### config.mk
export PLATFORM = sky130hd
export DESIGN_NAME = stopwatch_time_counter
export DESIGN_NICKNAME = d
export VERILOG_FILES = /design/src/rtl/stopwatch_time_counter.sv
export SDC_FILE = /design/constraint.sdc
export NUM_CORES = 1
export LEC_CHECK = 0
export BUFFER_PORTS_ARGS = -buffer_cell sky130_fd_sc_hd__buf_2
export CORE_ASPECT_RATIO = 0.8
export CORE_MARGIN = 2
export CORE_UTILIZATION = 40
export DETAILED_ROUTE_END_ITERATION = 10
export SKIP_LAST_GASP = 1
export SYNTH_ARGS = -nofsm -noshare
export SYNTH_HDL_FRONTEND = slang
export SYNTH_SLANG_ARGS = --single-unit
### constraint.sdc
create_clock -name clk -period 1.9 [get_ports clk]
set_clock_uncertainty 0.15 [all_clocks]
set_input_delay 0.38 -clock clk [delete_from_list [all_inputs] [get_ports clk]]
set_output_delay 0.38 -clock clk [all_outputs]
set_load 0.01 [all_outputs]
### src/rtl/stopwatch_time_counter.sv
// Stopwatch time base: counts generator ticks into BCD MM:SS.CC and owns the
// run/pause, clear and lap-freeze control plus the pulse generator's enable/clear.
module stopwatch_time_counter #(
   parameter bit WRAP    = 1'b1,
   parameter int MIN_MAX = 59
) (
   input  logic       clk,
   input  logic       nrst,
   input  logic       tick,
   input  logic       start_stop,
   input  logic       clear,
   input  logic       lap,
   output logic       gen_ena,
   output logic       gen_clear,
   output logic [3:0] cs_ones,
   output logic [3:0] cs_tens,
   output logic [3:0] s_ones,
   output logic [3:0] s_tens,
   output logic [3:0] m_ones,
   output logic [3:0] m_tens,
   output logic       running,
   output logic       lap_active,
   output logic       overflow
);

   typedef enum logic [1:0] {IDLE, RUN, PAUSED} state_t;

   typedef struct packed {
      logic [3:0] m_tens;
      logic [3:0] m_ones;
      logic [3:0] s_tens;
      logic [3:0] s_ones;
      logic [3:0] cs_tens;
      logic [3:0] cs_ones;
   } bcd_time_t;

   localparam logic [3:0] MM_TENS = 4'(MIN_MAX / 10);
   localparam logic [3:0] MM_ONES = 4'(MIN_MAX % 10);
   localparam bcd_time_t  T_MAX   = {MM_TENS, MM_ONES, 4'd5, 4'd9, 4'd9, 4'd9};

   state_t    state_q, state_d;
   bcd_time_t live_q, live_d;
   bcd_time_t frozen_q, frozen_d;
   logic      lap_active_q, lap_active_d;
   logic      overflow_q, overflow_d;
   logic      gen_ena_q, gen_ena_d;
   logic      gen_clear_q, gen_clear_d;
   logic      cnt, terminal;
   bcd_time_t disp;

   // Full carry ripple in one step; the terminal value is handled by the caller.
   function automatic bcd_time_t bcd_inc(input bcd_time_t t);
      bcd_time_t r;
      r = t;
      if (t.cs_ones != 4'd9) r.cs_ones = t.cs_ones + 4'd1;
      else begin
         r.cs_ones = '0;
         if (t.cs_tens != 4'd9) r.cs_tens = t.cs_tens + 4'd1;
         else begin
            r.cs_tens = '0;
            if (t.s_ones != 4'd9) r.s_ones = t.s_ones + 4'd1;
            else begin
               r.s_ones = '0;
               if (t.s_tens != 4'd5) r.s_tens = t.s_tens + 4'd1;
               else begin
                  r.s_tens = '0;
                  if (t.m_ones != 4'd9) r.m_ones = t.m_ones + 4'd1;
                  else begin
                     r.m_ones = '0;
                     r.m_tens = t.m_tens + 4'd1;
                  end
               end
            end
         end
      end
      return r;
   endfunction

   assign cnt      = (state_q == RUN) && tick && !clear;
   assign terminal = (live_q == T_MAX);

   always_ff @(posedge clk) begin
      if (!nrst) state_q <= IDLE;
      else       state_q <= state_d;
   end

   always_comb begin
      state_d = state_q;
      if (clear) state_d = IDLE;
      else if (start_stop) begin
         case (state_q)
            IDLE:    state_d = RUN;
            RUN:     state_d = PAUSED;
            PAUSED:  state_d = RUN;
            default: state_d = IDLE;
         endcase
      end else if (cnt && terminal && !WRAP) state_d = PAUSED;
   end

   always_comb begin
      running   = (state_q == RUN);
      gen_ena_d = running;
   end

   always_comb begin
      live_d       = live_q;
      frozen_d     = frozen_q;
      lap_active_d = lap_active_q;
      overflow_d   = cnt && terminal;
      gen_clear_d  = clear;
      if (clear) begin
         live_d       = '0;
         frozen_d     = '0;
         lap_active_d = 1'b0;
      end else begin
         if (cnt) begin
            if (!terminal)  live_d = bcd_inc(live_q);
            else if (WRAP)  live_d = '0;
         end
         // Freeze captures the post-tick value so the lap time includes this edge.
         if (lap) begin
            if (lap_active_q) lap_active_d = 1'b0;
            else if (state_q == RUN) begin
               lap_active_d = 1'b1;
               frozen_d     = live_d;
            end
         end
      end
   end

   always_ff @(posedge clk) begin
      if (!nrst) begin
         live_q       <= '0;
         frozen_q     <= '0;
         lap_active_q <= 1'b0;
         overflow_q   <= 1'b0;
         gen_ena_q    <= 1'b0;
         gen_clear_q  <= 1'b0;
      end else begin
         live_q       <= live_d;
         frozen_q     <= frozen_d;
         lap_active_q <= lap_active_d;
         overflow_q   <= overflow_d;
         gen_ena_q    <= gen_ena_d;
         gen_clear_q  <= gen_clear_d;
      end
   end

   // Held in clear for the whole reset so the generator restarts in phase.
   assign gen_clear  = gen_clear_q | ~nrst;
   assign gen_ena    = gen_ena_q;
   assign lap_active = lap_active_q;
   assign overflow   = overflow_q;
   assign disp       = lap_active_q ? frozen_q : live_q;
   assign cs_ones    = disp.cs_ones;
   assign cs_tens    = disp.cs_tens;
   assign s_ones     = disp.s_ones;
   assign s_tens     = disp.s_tens;
   assign m_ones     = disp.m_ones;
   assign m_tens     = disp.m_tens;

endmodule

==> impl_results.md, run 1 <==
- Post-synthesis async set-or-reset flop share: 0
- CTS Buffer Depth: 2
- WL/cell: about 13 um
- Clock Latency Late Sink: 300 ps
- Area of the core: approximately 6300 um^2
- Status: completed
- Synth-to-Final Area Change: 24.1%
- Top-count cell post-synth: dfxtp_1
- Worst-path clk slew: ~90 ps
- Worst IR drop on VDD: 398 uV
- Nets: 368
- Post-synth top area share: 0.414
- Die H: 76.3 um
- Largest net degree at the start of global routing: 26
- # diodes: 0
- TritonCTS Buffers: 5
- Hold_buf cts: 0
- Post-route antenna net violation count: 0
- Lkg Pwr: between 1 and 1.5 nW
- I/O pin total: 35
- Worst Tran Pin Value: around 370 ps
- Final Util: 0.511
- Vias per inst: slightly below 5
- Clock root cell: clkbuf_8
- Cell count after synthesis: 294
- Core Rows: 26
- Top_reg_cell synth: dfxtp_1
- Pre-Repair DR Iteration Count: 4
- DRC: 0
- Syn Area/Cell: between 8 and 9 um^2
- Slew Limit Fails: 0
- CP Capture Type: output port
- Sequential fraction of the synthesis area: 0.414
- Number of synthesized register bits: 54
- MaxCap Viol Count: 0
- Syn nets: just over 300
- Worst path required time: 1370 ps
- Drt total wl: 5850 um
- Post-synth EDFFs: 0
- Fmax: ~540 MHz
- Initial Util: 0.412
- Filler instances: around 600
- Synth cell count leaders: dfxtp_1 (54), nor2_1 (40), a21oi_1 (27)
- Synth top area cells: dfxtp_1 (41%), mux2_2 (7.3%), nor2_1 (5.7%)
- Cell Pwr Density: ~580 nW/um^2
- WS Path Type: register to output port
- Fin crit period: approximately 1900 ps
- Final Hold Viols: 0
- Mapped Area: ~2600 um^2
- Die ar.: 7190 um^2
- Dpl hpwl: between 4000 and 5000 um
- RSZ-0062 raised after global routing: true
- Initial antenna violation count: 0
- Worst Setup Start Kind: register
- Hold Crit Class: input port to register
- Largest area contributor in the netlist: dfxtp_1
- GPL Wtd Cong: slightly above 0.8
- Min Hold Slack: 197 ps
- Crit Path Max Fanout: 18
- Worst relative slew slack: 0.751
- Share of post-route cells with drive strength above 1: 0.337
- Remaining Overflow, GRT: 0
- Tcrit/Tclk final: 0.983
- Synth warn: 0
- Global-route wire length before repair: just under 10000 um
- Clock H-tree levels: 2
- Vias in the first global route: 2043
- Overall Global Routing Usage: 0.169
- Final setup violation count: 0
- Post-synthesis cell type count: slightly below 50
- Die Width: about 94 um
- Clock Sink Count: 54
- Via count: 2170
- Initial DRC count: 74
- IO buf count: 34
- CTS tree: built
- CP arrival: approximately 1300 ps
==> worst paths after layout <==
check	slack, ps	endpoint	cells past startpoint	from
max	30	m_tens[3]	3	lap_active
min	200	lap_active	3	lap
max reg2reg	60	frozen_q[16]	7	live_q[1]
min reg2reg	330	frozen_q[21]	2	frozen_q[21]
==> power breakdown <==
| group | switching (mW) | internal, mW | total (mW) |
|---|---|---|---|
| sequential | 0.00429 | 1.14 | 1.14 |
| clock | 0.351 | 0.282 | 0.633 |
| combinational | 0.0527 | 0.0355 | 0.0882 |
| total | 0.408 | 1.46 | 1.86 |
==> sequential cells by signal, summed over array words and instances (netlist names) <==
| name | cells |
|---|---|
| gen_ena | 1 |
| gen_clear_q | 1 |
| overflow | 1 |
| state_q | 2 |
| live_q | 24 |
| frozen_q | 24 |
| lap_active | 1 |
==> cells by family after synthesis <==
| logic type | count (synthesis) | share of synthesized area |
|---|---|---|
| and+or+nand+nor | 106 | 0.218 |
| AOI/OAI and AO/OA | 69 | 0.157 |
| DFF | 54 | 0.414 |
| buffers and inverters | 25 | 0.0436 |
| muxes | 24 | 0.102 |
| xor gates and xnor gates | 8 | 0.0268 |
| adders and majority gates | 8 | 0.0383 |
==> layout by cell type, fill, tap and decap left out, drive strengths merged, types with 3 or more instances in the layout <==
| cell type | instances |
|---|---|
| mux2 | 18 |
| nand2b | 5 |
| and4 | 4 |
| clkbuf | 6 |
| a211oi | 6 |
| and3 | 3 |
| and2 | 4 |
| mux2i | 6 |
| and3b | 4 |
| buf | 70 |
| ha | 8 |
| xor2 | 3 |
| nor3 | 5 |
| nor2 | 40 |
| nand3 | 5 |
| nand2 | 17 |
| a32o | 3 |
| dfxtp | 54 |
| a21oi | 28 |
| nor2b | 6 |
| xnor2 | 5 |
| inv | 8 |
| o21ai | 23 |
==> metrics by stage <==
step	cells	total power [mW]	setup WS (ps)	setup TNS [ps]	area, um^2
after floorplan	294	1.22	-17.3	-17.3	2620
after global placement	428	1.26	-63.0	-224	3060
after detailed placement	428	1.26	-103	-715	3060
after CTS	434	1.88	-39.8	-279	3140
after global routing	437	1.94	-42.2	-139	3240
final	437	1.86	32.7	0	3240
==> critical path, cell delays in order (launching register included) <==
cell,delay (ps)
dfxtp_4,380
buf_12,150
mux2_2,360
buf_2,150
==> repair_timing <==
action                     in CTS  in global routing
setup endpoints to repair      17                 34
gates cloned                    0                  0
resized for setup               0                 22
pin swaps                       0                  5
buffers inserted                0                  3
==> per-layer routing <==
| layer | share of wire | track usage |
|---|---|---|
| met5 | 0 | 0 |
| met4 | 0.0068 | 0.0391 |
| met3 | 0.027 | 0.0386 |
| met2 | 0.46 | 0.276 |
| met1 | 0.50 | 0.226 |
==> area by class of cell <==
class                   instances  area, um^2  share of cell area
well taps                      84         105              0.0324
multi-input cells             215        1470               0.453
inverters                       8        30.0             0.00927
flip-flops and latches         54        1090               0.336
repair buffers                 70         465               0.144
clock buffers                   6        82.6              0.0255
No activity file was read; power rests on OpenSTA's default activity.
==> run 2, diff against run 1 <==
--- a/config.mk
+++ b/config.mk
@@ -10,6 +10,7 @@
 export CORE_MARGIN = 2
 export CORE_UTILIZATION = 40
 export DETAILED_ROUTE_END_ITERATION = 10
+export RECOVER_POWER = 25
 export SKIP_LAST_GASP = 1
 export SYNTH_ARGS = -nofsm -noshare
 export SYNTH_HDL_FRONTEND = slang
==> run 2 against run 1 <==
Non-clock buffer count unchanged. Sequential share of layout area grew 0.091 points. Wire length hardly changed. Utilization decreased by 0.20 points. Combinational power decreased by 2.8%. Register-to-register slack lost 30 ps. Die area unchanged. Sequential power hardly changed.
==> impl_results.md, run 2 (synthesis results as in run 1) <==
- Status: completed
- CTS Buffer Depth: 2
- TritonCTS Buffers: 5
- Worst R2R End: frozen_q[16]
- Worst reg-to-reg path cell count: 7
- Worst Tran Pin Value: around 530 ps
- Clock Sink Count: 54
- MaxCap Viol Count: 0
- Worst relative slew slack: 0.649
- PnR Total Power: roughly 1.9 mW
- Reg2reg setup slack: between 30 and 40 ps
- Initial Util: 0.412
- Cell Pwr Density: around 580 nW/um^2
- Worst Setup Start Kind: register
- Final Util: 0.509
- Crit-path max cell delay: 380 ps
- Dpl hpwl: about 4300 um
- Hold EP: lap_active
- DP Area: around 3100 um^2
- Final setup violation count: 0
- Initial DRC count: a little under 70
- Reg power frac: 0.614
- Global-route wire length before repair: between 9000 and 10000 um
- WS Path Type: register to output port
- IO buf count: 34
- Tcrit/Tclk final: 0.983
- Setup TNS: 0 ps
- Remaining Overflow, GRT: 0
- Non-Filler Cell Area, Final: ~3200 um^2
- Via count: 2169
- CP arrival: between 1000 and 1500 ps
- Final Hold Viols: 0
- Gate power share: 0.046
- Nets: about 370
- I/O pin total: 35
- Sw frac: 0.219
- Crit-path cells: buf_12, mux2_2, buf_2
- Clock Latency Late Sink: about 300 ps
- Core Rows: 26
- Synth-to-Final Area Change: 23.6%
- Vias in the first global route: about 2000
- Top flop regs: frozen_q (24), live_q (24), state_q (2)
- WL/cell: around 13 um
- Critical R2R Launch: live_q[1]
- Hold Crit Class: input port to register
- Clk pwr share: 0.340
- CP Capture Type: output port
- DRC: 0
- Worst-path clk slew: roughly 90 ps
- Die Width: approximately 94 um
- Fmax: around 540 MHz
- Area of the core: between 6000 and 7000 um^2
- Crit Path Max Fanout: 18
- # diodes: 0
- Lkg Pwr: between 1 and 1.5 nW
- Drt total wl: ~5900 um
- Share of post-route cells with drive strength above 1: 0.320
- Clock H-tree levels: 2
- Most frequent cells in the layout: dfxtp_1 (50), nor2_1 (39), buf_4 (31), buf_2 (30), a21oi_1 (27)
- WHS Path Cells: 3
- Die ar.: about 7000 um^2
- CTS tree: built
- Clock root cell: clkbuf_8
- Commonest non-fill, non-tap cell in the layout: dfxtp_1
- Slowest CP cell: dfxtp_4
- Fin crit period: 1870 ps
- Slew Limit Fails: 0
- Overall Global Routing Usage: 0.169
- Net Sw Power: roughly 0.4 mW
- Worst IR drop on VDD: approximately 400 uV
- Vias per inst: approximately 5.0
- Initial antenna violation count: 0
- Pint: 1.45 mW
- Hold Startpoint: lap
- Hold_buf cts: 0
- Pre-Repair DR Iteration Count: 4
- Critical Path Source: lap_active
- Largest net degree at the start of global routing: 26
- RSZ-0062 raised after global routing: true
- GPL Wtd Cong: between 0.8 and 0.9
- Die H: between 70 and 80 um
- Post-route antenna net violation count: 0
- Worst path required time: about 1400 ps
run 2: metrics by stage:
step | hold slack, ps | setup WS (ps) | instances
3_5_place_dp | 314 | -103 | 428
6_report | 196 | 33.2 | 437
2_1_floorplan | 296 | -17.3 | 294
4_1_cts | 198 | -39.8 | 434
5_1_grt | 206 | -42.2 | 437
3_3_place_gp | 312 | -63.0 | 428
run 2: power groups by stage:
stage / logic (mW) / clock network [mW] / registers [mW]
finish: 0.0857 / 0.633 / 1.14
detailed placement: 0.0875 / 0 / 1.17
global placement: 0.0876 / 0 / 1.17
global route: 0.0949 / 0.699 / 1.15
floorplan: 0.0513 / 0 / 1.17
CTS: 0.0876 / 0.647 / 1.14
run 2: worst max-delay path by stage:
stage                        end  slack [ps]  cells past startpoint
floorplan           frozen_q[16]         -20                      8
global placement    frozen_q[16]         -60                      6
detailed placement  frozen_q[16]        -100                      6
CTS                    m_tens[3]         -40                      3
global route        frozen_q[23]         -40                      8
finish                 m_tens[3]          30                      3
run 2: what timing repair did:
item | 4_1_cts | 5_1_grt
buffers inserted | 0 | 3
pin swaps | 0 | 5
setup endpoints to repair | 17 | 34
gates resized for setup | 0 | 22
run 2: per-layer routing:
metal	share of wire	vias up	track usage
met5	0	-	0
met3	0.027	4	0.0386
met4	0.0068	0	0.0391
li1	-	1147	-
met2	0.46	21	0.276
met1	0.50	997	0.226
run 2: critical path: cells and delay by family (launching register included):
family	cells	cell delay, ps
flops	1	380
mux	1	360
buf+inv	2	300
run 2: cell type report:
cell class | instances | area [um^2]
multi-input cells | 215 | 1470
fillers | 610 | 3120
clock buffers | 6 | 82.6
well taps | 84 | 105
inverters | 8 | 30.0
flip-flops and latches | 54 | 1090
repair buffers | 70 | 454
==> run 3, diff against run 2 <==
--- a/config.mk
+++ b/config.mk
@@ -6,10 +6,12 @@
 export NUM_CORES = 1
 export LEC_CHECK = 0
 export BUFFER_PORTS_ARGS = -buffer_cell sky130_fd_sc_hd__buf_2
+export CAP_MARGIN = 20
 export CORE_ASPECT_RATIO = 0.8
 export CORE_MARGIN = 2
 export CORE_UTILIZATION = 40
 export DETAILED_ROUTE_END_ITERATION = 10
+export PLACE_DENSITY = 0.63
 export RECOVER_POWER = 25
 export SKIP_LAST_GASP = 1
 export SYNTH_ARGS = -nofsm -noshare
==> run 3 against run 2 <==
Register-to-register slack got worse by 20 ps. Critical path depth did not move. First-iteration DRC count rose by 22%. Critical endpoint is now m_ones[0]. Largest cell class unchanged.
==> impl_results.md, run 3 (synthesis results as in run 1) <==
- CP arrival: around 1400 ps
- PnR Total Power: between 1.5 and 2 mW
- Crit-path max cell delay: 400 ps
- IO buf count: 34
- Vias per inst: 5.05
- Post-route antenna net violation count: 0
- TritonCTS Buffers: 5
- Share of post-route cells with drive strength above 1: 0.343
- CP Capture Type: output port
- CP Buf/Inv Count: 2
- GPL Wtd Cong: 0.847
- Tcrit/Tclk final: 0.992
- Worst IR drop on VDD: slightly below 300 uV
- Crit Path Max Fanout: 9
- Clock Sink Count: 54
- Initial DRC count: a little over 80
- Nets: 370
- Final Util: 0.519
- CTS tree: built
- Clock root cell: clkbuf_8
- Core Rows: 26
- Worst Setup Start Kind: register
- Final Hold Viols: 0
- Overall Global Routing Usage: 0.177
- I/O pin total: 35
- Reg2reg setup slack: roughly 15 ps
- Initial antenna violation count: 0
- Vias in the first global route: between 2000 and 2500
- Pre-Repair DR Iteration Count: 4
- Lkg Pwr: 1.41 nW
- Worst reg-to-reg path cell count: 5
- Fin crit period: 1880 ps
- Largest net degree at the start of global routing: 26
- RSZ-0062 raised after global routing: true
- Cell Pwr Density: about 560 nW/um^2
- Worst path required time: roughly 1400 ps
- Area of the core: 6340 um^2
- Status: completed
- Global-route wire length before repair: ~10000 um
- Dpl hpwl: approximately 4000 um
- Clock Latency Late Sink: around 310 ps
- Via count: approximately 2200
- Initial Util: 0.412
- Filler instances: slightly above 600
- Die Width: 94.3 um
- Commonest non-fill, non-tap cell in the layout: dfxtp_1
- Die ar.: just over 7000 um^2
- Hold Startpoint: start_stop
- Worst Tran Pin Value: between 500 and 600 ps
- Clock H-tree levels: 2
- Remaining Overflow, GRT: 0
- # diodes: 0
- Die H: around 76 um
- Worst R2R End: frozen_q[16]
- Hold Crit Class: input port to register
- WL/cell: between 10 and 15 um
- MaxCap Viol Count: 0
- DRC: 0
- Final setup violation count: 0
- Slowest CP cell: dfxtp_4
- Most frequent cells in the layout: dfxtp_1 (47), nor2_1 (38), buf_4 (33), buf_2 (31), a21oi_1 (26)
- Crit-path cells: buf_12, mux2_2, buf_2
- WHS Path Cells: 3
- Slew Limit Fails: 0
- Fmax: 531 MHz
- CTS Buffer Depth: 2
- Drt total wl: between 6000 and 7000 um
- Hold EP: state_q[0]
- Worst-path clk slew: 90 ps
- Worst relative slew slack: 0.623
- Crit path max-delay family: flip-flops
- Synth-to-Final Area Change: 26.0%
- Top flop regs: frozen_q (24), live_q (24), state_q (2)
- WS Path Type: register to output port
- Critical R2R Launch: state_q[1]
-- run 3: cell count changes in the layout (fill, tap and decap cells not counted), sizes merged --
cell / before / now
buf: 63 / 65
clkbuf: 13 / 11
clkinv: 0 / 2
bufbuf: 0 / 1
-- run 3: report_power, final --
| group | leakage, nW | switching [mW] | internal, mW | total, mW |
|---|---|---|---|---|
| Sequential | 0.440 | 0.00474 | 1.14 | 1.14 |
| Clock | 0.0438 | 0.369 | 0.249 | 0.617 |
| Combinational | 0.922 | 0.0554 | 0.0351 | 0.0905 |
-- run 3: per-layer routing --
metal / part of all wire / wire, um / global-route usage
met1: 0.53 / 3300 / 0.254
met2: 0.43 / 2660 / 0.271
met3: 0.038 / 236 / 0.0326
met4: 0.0064 / 40 / 0.0522
met5: 0 / 0 / 0
-- run 3: tightest hold or removal path, delay by kind of cell --
family                    cells  cell delay [ps]
xor gates and xnor gates      1               60
buffers and inverters         1              100
and+or+nand+nor               1               70
-- run 3: worst max path at each step --
stage / startpoint / depth (start not counted) / slack (ps) / end
after floorplan: live_q[1] / 8 / -20 / frozen_q[16]
after global placement: clear / 6 / -90 / frozen_q[16]
after detailed placement: clear / 6 / -120 / frozen_q[16]
after CTS: lap_active / 3 / -0.7 / m_ones[0]
after global routing: state_q[1] / 5 / -30 / frozen_q[16]
final: lap_active / 3 / 20 / m_ones[0]
-- run 3: through the flow --
step	setup TNS, ps	hold slack (ps)	instance area, um^2	cells	worst slack [ps]
floorplan	-17.3	296	2620	294	-17.3
global placement	-425	308	3080	430	-87.0
detailed placement	-889	313	3080	430	-121
CTS	-0.708	184	3210	438	-0.708
global route	-168	228	3290	440	-26.2
finish	0	183	3290	440	15.4
-- run 3: layout make-up --
class	count	area, um^2	area share
multi-input combinational	215	1480	0.451
sequential	54	1090	0.332
timing repair buffer	72	500	0.152
tap	84	105	0.0320
clock buffer	5	68.8	0.0209
inverter	8	30.0	0.00913
clock inverter	2	10.0	0.00304
-- run 3: timing repair --
action	4_1_cts	5_1_grt
endpoints found under the setup margin	18	36
resized for setup	2	21
pin swaps	0	3
setup buffers	0	1
hold buffers	0	0
cloned	1	1
